**src/rtl/reg_scoreboard_decoder.sv**
```systemverilog
// Register write-enable decoder with a per-register busy scoreboard.
// Stalls issue on RAW/WAW hazards and lets a same-cycle writeback release a stall.
module reg_scoreboard_decoder #(
  parameter int unsigned NUM_REGS = 16,
  parameter int unsigned IDX_W    = 8,
  parameter int unsigned CNT_W    = 5
) (
  input  logic                clk,
  input  logic                rst,
  input  logic                en,
  input  logic                flush,
  input  logic                iss_valid,
  input  logic [IDX_W-1:0]    iss_dst,
  input  logic [IDX_W-1:0]    iss_src_a,
  input  logic [IDX_W-1:0]    iss_src_b,
  output logic                iss_ready,
  input  logic                wb_valid,
  input  logic [IDX_W-1:0]    wb_idx,
  output logic [NUM_REGS-1:0] wr_en,
  output logic [NUM_REGS-1:0] busy,
  output logic [CNT_W-1:0]    busy_cnt,
  output logic                err
);

  function automatic logic idx_valid(input logic [IDX_W-1:0] idx);
    return 32'(idx) < NUM_REGS;
  endfunction

  // Out-of-range indices decode to all zeros, so they never read as busy.
  function automatic logic [NUM_REGS-1:0] onehot(input logic [IDX_W-1:0] idx);
    logic [NUM_REGS-1:0] one;
    one = {{(NUM_REGS-1){1'b0}}, 1'b1};
    return idx_valid(idx) ? (one << idx) : '0;
  endfunction

  logic [NUM_REGS-1:0] busy_q, busy_d;
  logic [NUM_REGS-1:0] wr_en_q, wr_en_d;
  logic [CNT_W-1:0]    cnt_q, cnt_d;
  logic                err_q, err_d;

  logic [NUM_REGS-1:0] wb_clear;
  logic [NUM_REGS-1:0] eff_busy;
  logic                hz;

  always_comb begin
    wb_clear  = wb_valid ? onehot(wb_idx) : '0;
    eff_busy  = busy_q & ~wb_clear;
    hz        = |(eff_busy & (onehot(iss_src_a) | onehot(iss_src_b) | onehot(iss_dst)));
    iss_ready = en & ~flush & iss_valid & idx_valid(iss_dst) & ~hz;

    // Issue set is ORed after the writeback clear so a same-index set wins.
    if (flush) begin
      busy_d = '0;
    end else begin
      busy_d = (busy_q & ~wb_clear) | (iss_ready ? onehot(iss_dst) : '0);
    end

    cnt_d   = CNT_W'($countones(busy_d));
    wr_en_d = wb_clear;
    err_d   = (iss_valid & en & ~idx_valid(iss_dst)) | (wb_valid & ~idx_valid(wb_idx));
  end

  always_ff @(posedge clk) begin
    if (rst) begin
      busy_q  <= '0;
      wr_en_q <= '0;
      cnt_q   <= '0;
      err_q   <= 1'b0;
    end else begin
      busy_q  <= busy_d;
      wr_en_q <= wr_en_d;
      cnt_q   <= cnt_d;
      err_q   <= err_d;
    end
  end

  assign busy     = busy_q;
  assign wr_en    = wr_en_q;
  assign busy_cnt = cnt_q;
  assign err      = err_q;

endmodule

```
**config.mk**
```make
export PLATFORM = sky130hd
export DESIGN_NAME = reg_scoreboard_decoder
export DESIGN_NICKNAME = d
export VERILOG_FILES = /design/src/rtl/reg_scoreboard_decoder.sv
export SDC_FILE = /design/constraint.sdc
export NUM_CORES = 1
export LEC_CHECK = 0
export CAP_MARGIN = 20
export CORE_MARGIN = 2
export CORE_UTILIZATION = 36
export DETAILED_ROUTE_END_ITERATION = 16
export PLACE_DENSITY = 0.64
export SLEW_MARGIN = 20
export SYNTH_ARGS = -nofsm -noshare
export SYNTH_HDL_FRONTEND = slang
export SYNTH_SLANG_ARGS = --single-unit
```
**constraint.sdc**
```tcl
create_clock -name clk -period 7 [get_ports clk]
set_clock_uncertainty 0.2 [all_clocks]
set_input_delay 1.75 -clock clk [delete_from_list [all_inputs] [get_ports clk]]
set_output_delay 1.75 -clock clk [all_outputs]
set_load 0.03 [all_outputs]
```
; ---- Word level (Yosys, flattened, before mapping)
; Index checks and enable logic that the tools add are counted.
[totals]
ff_bits = 38
in_bits = 38
[classes]
muxes = 7
n_reduce_logical = 1
addsub = 15
n_lt_le_gt_ge = 4
shift = 4
bitwise = 18
[ops]
columns = op, n
row1 = $mux 16, 7
row2 = $shl 1x8->16 const A, 4
row3 = $or 16x16->16, 3
row4 = $and 16x16->16, 2
row5 = $lt 8x5->1 const B, 4
row6 = $add 1x1->2, 8
row7 = $not 16->16, 1
row8 = $reduce_or 16->1, 1
row9 = $add 2x2->3, 4
row10 = $add 3x3->4, 2
row11 = $and 1x1->1, 7
row12 = $add 4x4->5, 1
row13 = $not 1->1, 4
row14 = $or 1x1->1, 1

; ---- Depth between registers and ports, before layout
[logic_depth]
depth_word = 16
ltp_mapped = 22
depth_no_buf = 19

; ---- Least setup slack after synthesis
; Ideal clock, no wire load.
[synth_path]
path_kind = input to register
start = input wb_idx[5]
end = register cnt_q[3], in the netlist busy_cnt[3]
t_required_ps = 6675
arrival_time_ps = 6523
n_path_buf = 3
setup_slack_ps = 152
stages = 21
path_cell_list = or3_1 buf_6 buf_6 o31ai_1 a31oi_1 nor3_1 nand3_1 buf_2 o32a_1 fa_1 inv_1 fa_1 inv_1 fa_1 fa_1 inv_1 ha_1 a21o_1 a21oi_1 xor2_1 nor2_1
[synth_via]
elab_chain_cells = 16
[synth_rtl]
columns = item, line
row1 = "start, declared", 18  ; input logic [IDX_W-1:0] wb_idx,
row2 = $lt 8x5->1 / $shl 1x8->16 (equally long branches), "26, 33"
row3 = $mux 16 *, 33  ; return idx_valid(idx) ? (one << idx) : '0;
row4 = $mux 16 *, 46  ; wb_clear = wb_valid ? onehot(wb_idx) : '0;
row5 = $not 16->16 *, "47, 55"
row6 = $and 16x16->16 *, "47, 55"
row7 = $and 16x16->16, 48  ; hz = |(eff_busy & (onehot(iss_src_a) | onehot(iss_src_b) | onehot(iss_dst)));
row8 = $reduce_or 16->1, 48
row9 = $not 1->1, 49  ; iss_ready = en & ~flush & iss_valid & idx_valid(iss_dst) & ~hz;
row10 = $and 1x1->1, 49
row11 = $mux 16, 55  ; busy_d = (busy_q & ~wb_clear) | (iss_ready ? onehot(iss_dst) : '0);
row12 = $or 16x16->16 *, 55
row13 = $mux 16 *, 52  ; if (flush) begin
row14 = $add 1x1->2 (implied by the code), 58  ; cnt_d = CNT_W'($countones(busy_d));
row15 = $add 2x2->3 (implied by the code), 58
row16 = $add 3x3->4 (implied by the code), 58
row17 = $add 4x4->5 (implied by the code) *, 58
row18 = "end signal, assigned", 72  ; cnt_q <= cnt_d;
row19 = "end, declared", 38  ; logic [CNT_W-1:0] cnt_q, cnt_d;
; Every way passes the cells marked *; elsewhere a longest branch is shown, timed or not.
; A chain may end at the register's enable or synchronous reset.

; ---- Final worst setup path
[layout_path]
start = input wb_idx[6]
end = register cnt_q[1], in the netlist busy_cnt[1]
[layout_via]
elab_chain_cells = 16
[layout_rtl]
columns = item, line
row1 = $lt 8x5->1 / $shl 1x8->16 (equally long branches), "26, 33"
row2 = $mux 16 *, 33
row3 = $mux 16 *, 46
row4 = $not 16->16 *, "47, 55"
row5 = $and 16x16->16 *, "47, 55"
row6 = $and 16x16->16, 48
row7 = $reduce_or 16->1, 48
row8 = $not 1->1, 49
row9 = $and 1x1->1, 49
row10 = $mux 16, 55
row11 = $or 16x16->16 *, 55
row12 = $mux 16 *, 52
row13 = net busy_d[0], 36  ; logic [NUM_REGS-1:0] busy_q, busy_d;
row14 = $add 1x1->2 (implied by the code) *, 58
row15 = $add 2x2->3 (implied by the code) *, 58
row16 = $add 3x3->4 (implied by the code) *, 58
row17 = $add 4x4->5 (implied by the code) *, 58
; The timed path passes the listed nets; every way through them passes the cells marked *.

==> summary.md <==
| Metric | Value |
|---|---|
| Status | finished clean |
| Maximum vdd drop | 0.0000549 V |
| Achievable Freq | 147 MHz |
| Slew margin rel. | 54.2% |
| Synthesized flop and latch total | 38 |
| CP Data Required Time | 6.96 ns |
| Antenna cells | 0 |
| Syn_nets | 382 |
| Average footprint of a synthesized cell | 8.38 sq um |
| IO Count | 77 |
| CTS max path bufs | 2 |
| Post-Syn Area | 2760 sq um |
| Pwr/cell area | 99.6 nW/um^2 |
| Worst min path class | flop to flop |
| Seq/Total Area, Yosys | 27.6% |
| Grt total ovfl | 0 |
| Core Region | 7330 sq um |
| Post-Syn Instances | 329 |
| Max Cap Viol | 0 |
| Placed cell area | 4080 sq um |
| CP Data Arrival Time | 6.79 ns |
| GRT Total Usage | 22.9% |
| CP Launch Type | input pin |
| Share of layout cells above drive strength 1 | 32.4% |
| Initial antenna violation count | 0 |
| Hold_ws | 0.437 ns |
| Critical path peak fanout | 8 |
| Synth top area share | 27.6% |
| DR DRC count | 0 |
| Detail Route Antenna Nets | 0 |
| PortBufs | 76 |
| Via Count | 3,230 |
| Htree depth | 2 |
| Final nets | 530 |
| Leakage power | 1.52 nW |
| Sink Count | 38 |
| Pins Over Slew Limit | 0 |
| Final wirelength | 9550 um |
| Drt wl/cell | 16.6 um |
| EDFF count, synth | 0 |
| Initial DRC Count | 297 |
| Endpoint class of the critical path | flop |
| Ys flop type | dfxtp_1 |
| First-pass GRT wire length | 15,300 um |
| Initial core utilization | 37.6% |
| DIE WIDTH | 91.5 um |
| Total die area | 8370 sq um |
| Final Hold Fails | 0 |
| RD Place Congestion | 0.991 |
| Yosys Warn Count | 0 |
| Top cell type by total area after synthesis | dfxtp_1 |
| Clock latency on the worst-skew pair | 0.28 ns |
| Count of different cell masters after synthesis | 41 |
| Die Ht | 91.5 um |
| Minimum clock period | 6.82 ns |
| Period utilization | 97.5% |
| Critical path class | input pin to flop |
| Final HPWL DP | 7230 um |
| Cell area after layout | 4510 sq um |
| Worst-path clk slew | 0.07 ns |
| Root Buffer Master | clkbuf_8 |
| Num rows | 31 |
| Final setup viols | 0 |
| CTS tree | yes |
| Drt pass-1 iters | 5 |
| Worst-margin pin slew | 0.684 ns |
| Area growth, synth to finish | 63.5% |
| Fill cells | 648 |
| Num CTS Buffers | 5 |
| Synth area leaders | dfxtp_1 28%, nand3_1 7.6%, fa_1 7.3%, o32ai_2 5.3%, o32ai_1 4.4% |
| Largest net degree at the start of global routing | 24 |
| Asr flop ratio synth | 0% |
| Vias in the first global route | 3,073 |
| Vias/cell | 5.60 |
==> path summary, 6_finish.rpt <==
kind                 startpoint                endpoint  slack [ns]  depth (start not counted)
max                   wb_idx[6]  busy_cnt[1]$_SDFF_PP0_        0.18                         23
min          busy[2]$_SDFF_PP0_      busy[2]$_SDFF_PP0_        0.44                          3
max reg2reg  busy[9]$_SDFF_PP0_  busy_cnt[1]$_SDFF_PP0_        2.12                         19
min reg2reg  busy[2]$_SDFF_PP0_      busy[2]$_SDFF_PP0_        0.44                          3
==> flip-flops by register name, summed over array words and instances, names as in the netlist <==
name,cells
busy,16
wr_en,16
busy_cnt,5
err,1
==> metrics by stage <==
stage	util, %	setup slack, ns	cells	total power, mW	TNS, ns
CTS	59.4	0.000524	571	0.447	0
finish	61.5	0.176	577	0.449	0
global route	61.5	-0.0255	577	0.468	-0.0255
global placement	55.7	-0.422	555	0.295	-1.52
floorplan	-	0.152	329	0.252	0
detailed placement	55.7	-0.506	555	0.296	-1.78
==> critical path, cell delays in order <==
cell and delay, ns:
buf_2 0.10, or3_4 0.41, buf_12 0.17, buf_6 0.12, o31ai_4 0.24, buf_6 0.15
a31oi_4 0.03, nor4_2 0.14, nand3_1 0.20, buf_6 0.19, buf_4 0.13, o32ai_4 0.28
buf_4 0.16, fa_1 0.37, inv_1 0.07, fa_1 0.43, fa_1 0.51, inv_1 0.05
fa_1 0.48, ha_2 0.19, inv_2 0.04, fa_2 0.51, nor2_1 0.04
==> layout by cell type, fill, tap and decap left out, types with 6 or more instances in the layout <==
cell | Yosys | final
clkdlybuf4s50_1 | 0 | 66
o32ai_2 | 9 | 11
nor2_1 | 32 | 32
o32ai_1 | 14 | 10
nand4_1 | 19 | 19
buf_6 | 3 | 7
nand3_1 | 42 | 42
nor2b_1 | 13 | 13
dfxtp_1 | 38 | 38
o31ai_4 | 0 | 8
nand2_1 | 24 | 25
buf_4 | 0 | 82
clkbuf_2 | 0 | 7
fa_1 | 10 | 9
clkbuf_8 | 0 | 6
inv_1 | 14 | 11
a31oi_1 | 16 | 15
==> kinds of logic (layout without fill, tap and decap cells) <==
logic type / after synthesis / after routing / synth area share (%)
AOI/OAI and AO/OA: 69 / 69 / 22.4
xor gates and xnor gates: 2 / 2 / 0.636
adders and majority gates: 15 / 15 / 9.53
buffers and inverters: 40 / 188 / 7.08
DFF: 38 / 38 / 27.6
and+or+nand+nor: 165 / 166 / 32.8
==> metal layers <==
layer | global-route usage [%] | wire [um] | vias up
li1 | - | - | 1541
met5 | 0 | 0 | -
met4 | 10.1 | 381 | 0
met3 | 3.49 | 674 | 35
met1 | 29.6 | 3920 | 1477
met2 | 37.7 | 4580 | 177
==> final cells by class <==
type | count | area [sq um] | area share [%]
clock inverter | 1 | 5.00 | 0.111
sequential | 38 | 761 | 16.9
multi-input combinational | 252 | 2030 | 45.1
inverter | 14 | 52.6 | 1.17
clock buffer | 7 | 86.3 | 1.92
timing repair buffer | 166 | 1450 | 32.1
tap | 99 | 124 | 2.75
==> power by group <==
group / total (mW) / switching [mW] / internal [mW]
Sequential: 0.217 / 0.0000984 / 0.217
Clock: 0.150 / 0.0708 / 0.0793
Combinational: 0.0820 / 0.0437 / 0.0382
==> synth_stat cells (9+ instances only) <==
library cell  number
dfxtp_1           38
nand3_1           42
nor2b_1           13
nor2_1            32
o31ai_1           11
a31oi_1           16
nand4_1           19
fa_1              10
clkbuf_1          13
o32ai_2            9
nand2_1           24
o32ai_1           14
inv_1             14
==> timing repair <==
item / in CTS / in global routing
setup buffers: 5 / 6
setup endpoints to repair: 4 / 4
hold buffers: 0 / 0
resized for setup: 45 / 33
pin swaps: 16 / 26
gates cloned: 3 / 0
Power figures use the tool's default switching activity.
==> variant 1 (same settings) <==
Make the reset (`rst`) asynchronous in one clocked block.
--- a/src/rtl/reg_scoreboard_decoder.sv
+++ b/src/rtl/reg_scoreboard_decoder.sv
@@ -60,7 +60,7 @@
     err_d   = (iss_valid & en & ~idx_valid(iss_dst)) | (wb_valid & ~idx_valid(wb_idx));
   end
 
-  always_ff @(posedge clk) begin
+  always_ff @(posedge clk or posedge rst) begin
     if (rst) begin
       busy_q  <= '0;
       wr_en_q <= '0;
Check against the original RTL: differs if rst is asserted again (counterexample within 4 cycles, from zero or initial values and one cycle with rst high); with rst held inactive, the same outputs for 10 cycles.
==> variant 1 against the unedited design <==
Area after synthesis shrank 6.4%; critical endpoint is now busy_cnt[1]$_DFF_PP0_; non-clock buffer count grew 12; combinational power grew 2%; sequential cell count is the same; cell count shrank 5.5%; highest routed layer unchanged; largest cell class unchanged; total power grew 18%; cell area grew 0.17%; wire length grew 3.9%; first-iteration DRC count grew 8.4%; setup slack lost 0.13 ns.
==> variant 1: results (changes against the unedited design) <==
metric	value	unit	change
outcome	finished, final reports clean		
Hold Path Origin	busy[4]$_DFF_PP0_		
R2R Setup Slk	2.00	ns	-0.12 ns
Final min period	6.96	ns	+0.131 ns
CTS buffer count	5		unchanged
Slew @ Worst Pin	0.543	ns	-0.141 ns
WL final	9.92	mm	+3.9%
Placer Congestion	0.919		-7.3%
slowest stage delay, CP	0.62	ns	+0.11 ns
first-pass GRT wire length	15.1	mm	-1.5%
Layout fillers	568		-12%
Arr. time, crit path	6.95	ns	+0.16 ns
DP HPWL	7.35	mm	+1.6%
Crit Path Max Fanout	7		-1
reg2reg start	busy[15]$_DFF_PP0_		
syn nets	336		-12%
reg2reg path depth	18		-1
Async SR Flop Fraction	1.00		+1.00
antenna violations before repair	0		unchanged
DRT iter0 DRCs	322		+8.4%
Hold Crit Endpoint	busy[4]$_DFF_PP0_		
P_leak	0.00181	µW	+19%
post-synthesis cell type count	39		-4.9%
Tot GR Track Use	0.259		+0.0296
CP max stage cell	or4_4		
routed via count	3007		-6.9%
Seq/Total Area, Yosys	0.369		+0.0928
reg-to-reg endpoint	busy_cnt[1]$_DFF_PP0_		
Synth area leaders	dfrtp_1 (37%), fa_1 (7.8%), nand3_1 (6.2%)		
peak supply drop	0.0783	mV	+43%
NumNets Final	501		-5.5%
share of layout cells above drive strength 1	0.345		+0.0209
first-pass iteration count of the detailed router	5		unchanged
most frequent cells after synthesis	dfrtp_1 (38), nand3_1 (32), nand2_1 (24)		
largest net degree at the start of global routing	39		+63%
number of global-route vias before repair	2869		-6.6%
## variant 1: cell count changes after synthesis, sizes merged, moves of 4 or more
cell / delta
buf: -7
o31ai: -4
o41ai: +4
dfxtp: -38
nand4: -6
nor3: +4
nor2: -12
dfrtp: +38
o32ai: -8
nand3: -10
## variant 1: layout make-up
cell class                 instances  area, µm²  area share
multi-input combinational        212       1720       0.381
clock buffer                       5       68.8      0.0152
sequential                        38        951       0.211
clock inverter                     3       68.8      0.0152
timing repair buffer             178       1540       0.341
inverter                          13       48.8      0.0108
tap                               96        120      0.0266
## variant 1: worst max-delay path, delay by kind of cell
family	cells	cell delay (ns)
AOI/OAI and AO/OA	3	0.70
buffers and inverters	8	0.69
and+or+nand+nor	3	1.15
adders and majority gates	6	2.67
## variant 1: where the power goes
part	internal, µW	total [µW]	switching, µW
combinational	39.1	84.0	44.9
clock	143	227	83.9
sequential	220	220	0.179
## variant 1: kinds of logic after synthesis
logic type	count (synthesis)	synth area share
adder cells (fa/ha/maj)	15	0.102
buffers and inverters	34	0.0543
AND/OR/NAND/NOR	137	0.281
flip-flops	38	0.369
AO/OA/AOI/OAI	57	0.187
XOR/XNOR	2	0.00679
## variant 1: routing by layer
| layer | vias to the layer above | wire [µm] | track usage |
|---|---|---|---|
| met5 | - | 0 | 0 |
| met4 | 0 | 109 | 0.0565 |
| met3 | 17 | 731 | 0.0672 |
| met2 | 144 | 4690 | 0.417 |
| met1 | 1449 | 4400 | 0.352 |
| li1 | 1397 | - | - |
## variant 1: how the worst max path moves through the flow
stage                            end      start
2_1_floorplan  busy_cnt[3]$_DFF_PP0_  wb_idx[4]
3_3_place_gp   busy_cnt[4]$_DFF_PP0_  wb_idx[4]
3_5_place_dp   busy_cnt[4]$_DFF_PP0_  wb_idx[4]
4_1_cts        busy_cnt[1]$_DFF_PP0_  wb_idx[5]
5_1_grt        busy_cnt[4]$_DFF_PP0_  wb_idx[0]
6_report       busy_cnt[1]$_DFF_PP0_  wb_idx[5]
## variant 1: timing repair
| item | in CTS | in global routing |
|---|---|---|
| pin swaps | 17 | 12 |
| cloned | 3 | 0 |
| setup endpoints to repair | 5 | 4 |
| buffers inserted | 16 | 8 |
| gates resized for setup | 49 | 22 |
## variant 1: through the flow
step	utilization	instances	area (µm²)	TNS (ns)
CTS	0.634	537	4350	0
global placement	0.575	510	3950	-3.42
floorplan	-	283	2580	0
detailed placement	0.575	510	3950	-3.39
finish	0.657	545	4520	0
global route	0.657	545	4520	-0.207
==> variant 2 (same settings) <==
Made on the original files. Change the parameter `CNT_W` from 5 to 10.
--- a/src/rtl/reg_scoreboard_decoder.sv
+++ b/src/rtl/reg_scoreboard_decoder.sv
@@ -3,7 +3,7 @@
 module reg_scoreboard_decoder #(
   parameter int unsigned NUM_REGS = 16,
   parameter int unsigned IDX_W    = 8,
-  parameter int unsigned CNT_W    = 5
+  parameter int unsigned CNT_W    = 10
 ) (
   input  logic                clk,
   input  logic                rst,
Ports: changed (resized busy_cnt); port bits go from 77 to 82. The function was not compared with the original's and may differ.
==> variant 2 against the unedited design <==
First-iteration DRC count down 2.7%; sequential cell count unchanged; cell area up 3.0%; wire length up 2.6%; total power up 1.9%; setup slack better by 0.040 ns; critical path depth unchanged; die area up 2.8%; area after synthesis up 2.9%; hold slack better by 0.015 ns.
==> variant 2: results (changes against the unedited design) <==
metric	value	unit	change
first-pass iteration count of the detailed router	6		+1
Compound-Gate Fraction of Synth Area	0.238		+0.0144
P_int	337	µW	+0.81%
placed cell area	4130	µm²	+1.1%
Hold Path Origin	busy[15]$_SDFF_PP0_		
Ys Warns	0		unchanged
outcome	finished, final reports clean		
number of global-route vias before repair	3127		+1.8%
peak supply drop	0.0533	mV	-2.9%
post-synthesis cell type count	42		+2.4%
Placer Congestion	0.996		+0.51%
post-CTS setup buffers	7		+2
Post-CTS Resized	66		+47%
routed vias/inst	5.56		-0.66%
post-synthesis adder-cell area fraction	0.0926		-0.00269
Synth area leaders	dfxtp_1 (27%), nand3_1 (7.4%), fa_1 (7.1%)		
Slew HR	0.561		+0.0184
share of layout cells above drive strength 1	0.332		+0.00767
DRT iter0 DRCs	289		-2.7%
Post-Synth XOR/XNOR Area	0.00618		-0.000179
Final min period	6.78	ns	-0.0400 ns
H-tree levels	2		unchanged
most frequent cells after synthesis	nand3_1 (42), dfxtp_1 (38), nor2_1 (32)		
CTS buffer count	5		unchanged
reg2reg path depth	20		+1
DP HPWL	7.53	mm	+4.2%
P_leak	0.00155	µW	+1.9%
Async SR Flop Fraction	0		unchanged
first-pass GRT wire length	15.4	mm	+0.72%
NumNets Final	531		+0.19%
reg-to-reg endpoint	busy_cnt[3]$_SDFF_PP0_		
Layout fillers	688		+6.2%
Crit Path Max Fanout	6		-2
Arr. time, crit path	6.75	ns	-0.04 ns
Tot GR Track Use	0.226		-0.00286
crit path from	wb_idx[7]		
largest family of logic cells by synthesized area	simple AND/OR/NAND/NOR gates		
R2R Setup Slk	2.23	ns	+0.11 ns
Finished Cell Area	4640	µm²	+3.0%
WL final	9.79	mm	+2.6%
mux share of post-synthesis cell area	0		unchanged
Seq/Total Area, Yosys	0.268		-0.00779
Hold Crit Endpoint	busy[15]$_SDFF_PP0_		
pre-CTS setup slack	-0.609	ns	-0.102 ns
reg2reg start	busy[3]$_SDFF_PP0_		
variant 2: changes by cell type after synthesis, sizes merged:
cell | before | now
buf | 13 | 17
clkbuf | 13 | 14
conb | 0 | 1
variant 2: worst max-delay path, stage by stage:
cell,delay [ns]
buf_6,0.09
or3_4,0.43
buf_12,0.16
o31ai_4,0.25
buf_6,0.15
a31oi_4,0.04
nor4_2,0.31
nand3_1,0.12
buf_6,0.16
o32a_1,0.36
fa_1,0.55
inv_2,0.04
fa_1,0.49
inv_2,0.04
fa_1,0.47
inv_1,0.05
fa_1,0.43
ha_2,0.20
buf_4,0.13
a21o_1,0.15
a21oi_2,0.14
xor2_1,0.17
nor2_1,0.05
variant 2: final cells by class:
cell class                 instances  share of cell area
clock buffer                       7              0.0186
clock inverter                     1             0.00108
multi-input combinational        256               0.461
sequential                        38               0.164
tap                              102              0.0275
timing repair buffer             163               0.317
inverter                          14              0.0113
variant 2: per-layer routing:
layer | routed length, µm | vias to the layer above | global-route usage
met2 | 4900 | 147 | 0.402
li1 | - | 1547 | -
met4 | 215 | 0 | 0.0748
met3 | 582 | 20 | 0.0423
met5 | 0 | - | 0
met1 | 4090 | 1517 | 0.274
variant 2: through the flow:
stage	hold WS (ns)	cells
after global placement	0.435	558
after floorplan	0.431	339
after detailed placement	0.433	558
final	0.452	581
after global routing	0.470	581
after CTS	0.445	575
variant 2: power by group through the flow:
| stage | clock [µW] | sequential [µW] | combinational (µW) |
|---|---|---|---|
| after floorplan | 0 | 223 | 36.1 |
| after global routing | 162 | 217 | 95.9 |
| after detailed placement | 0 | 222 | 78.5 |
| after CTS | 152 | 217 | 85.8 |
| final | 150 | 217 | 90.4 |
| after global placement | 0 | 222 | 77.6 |
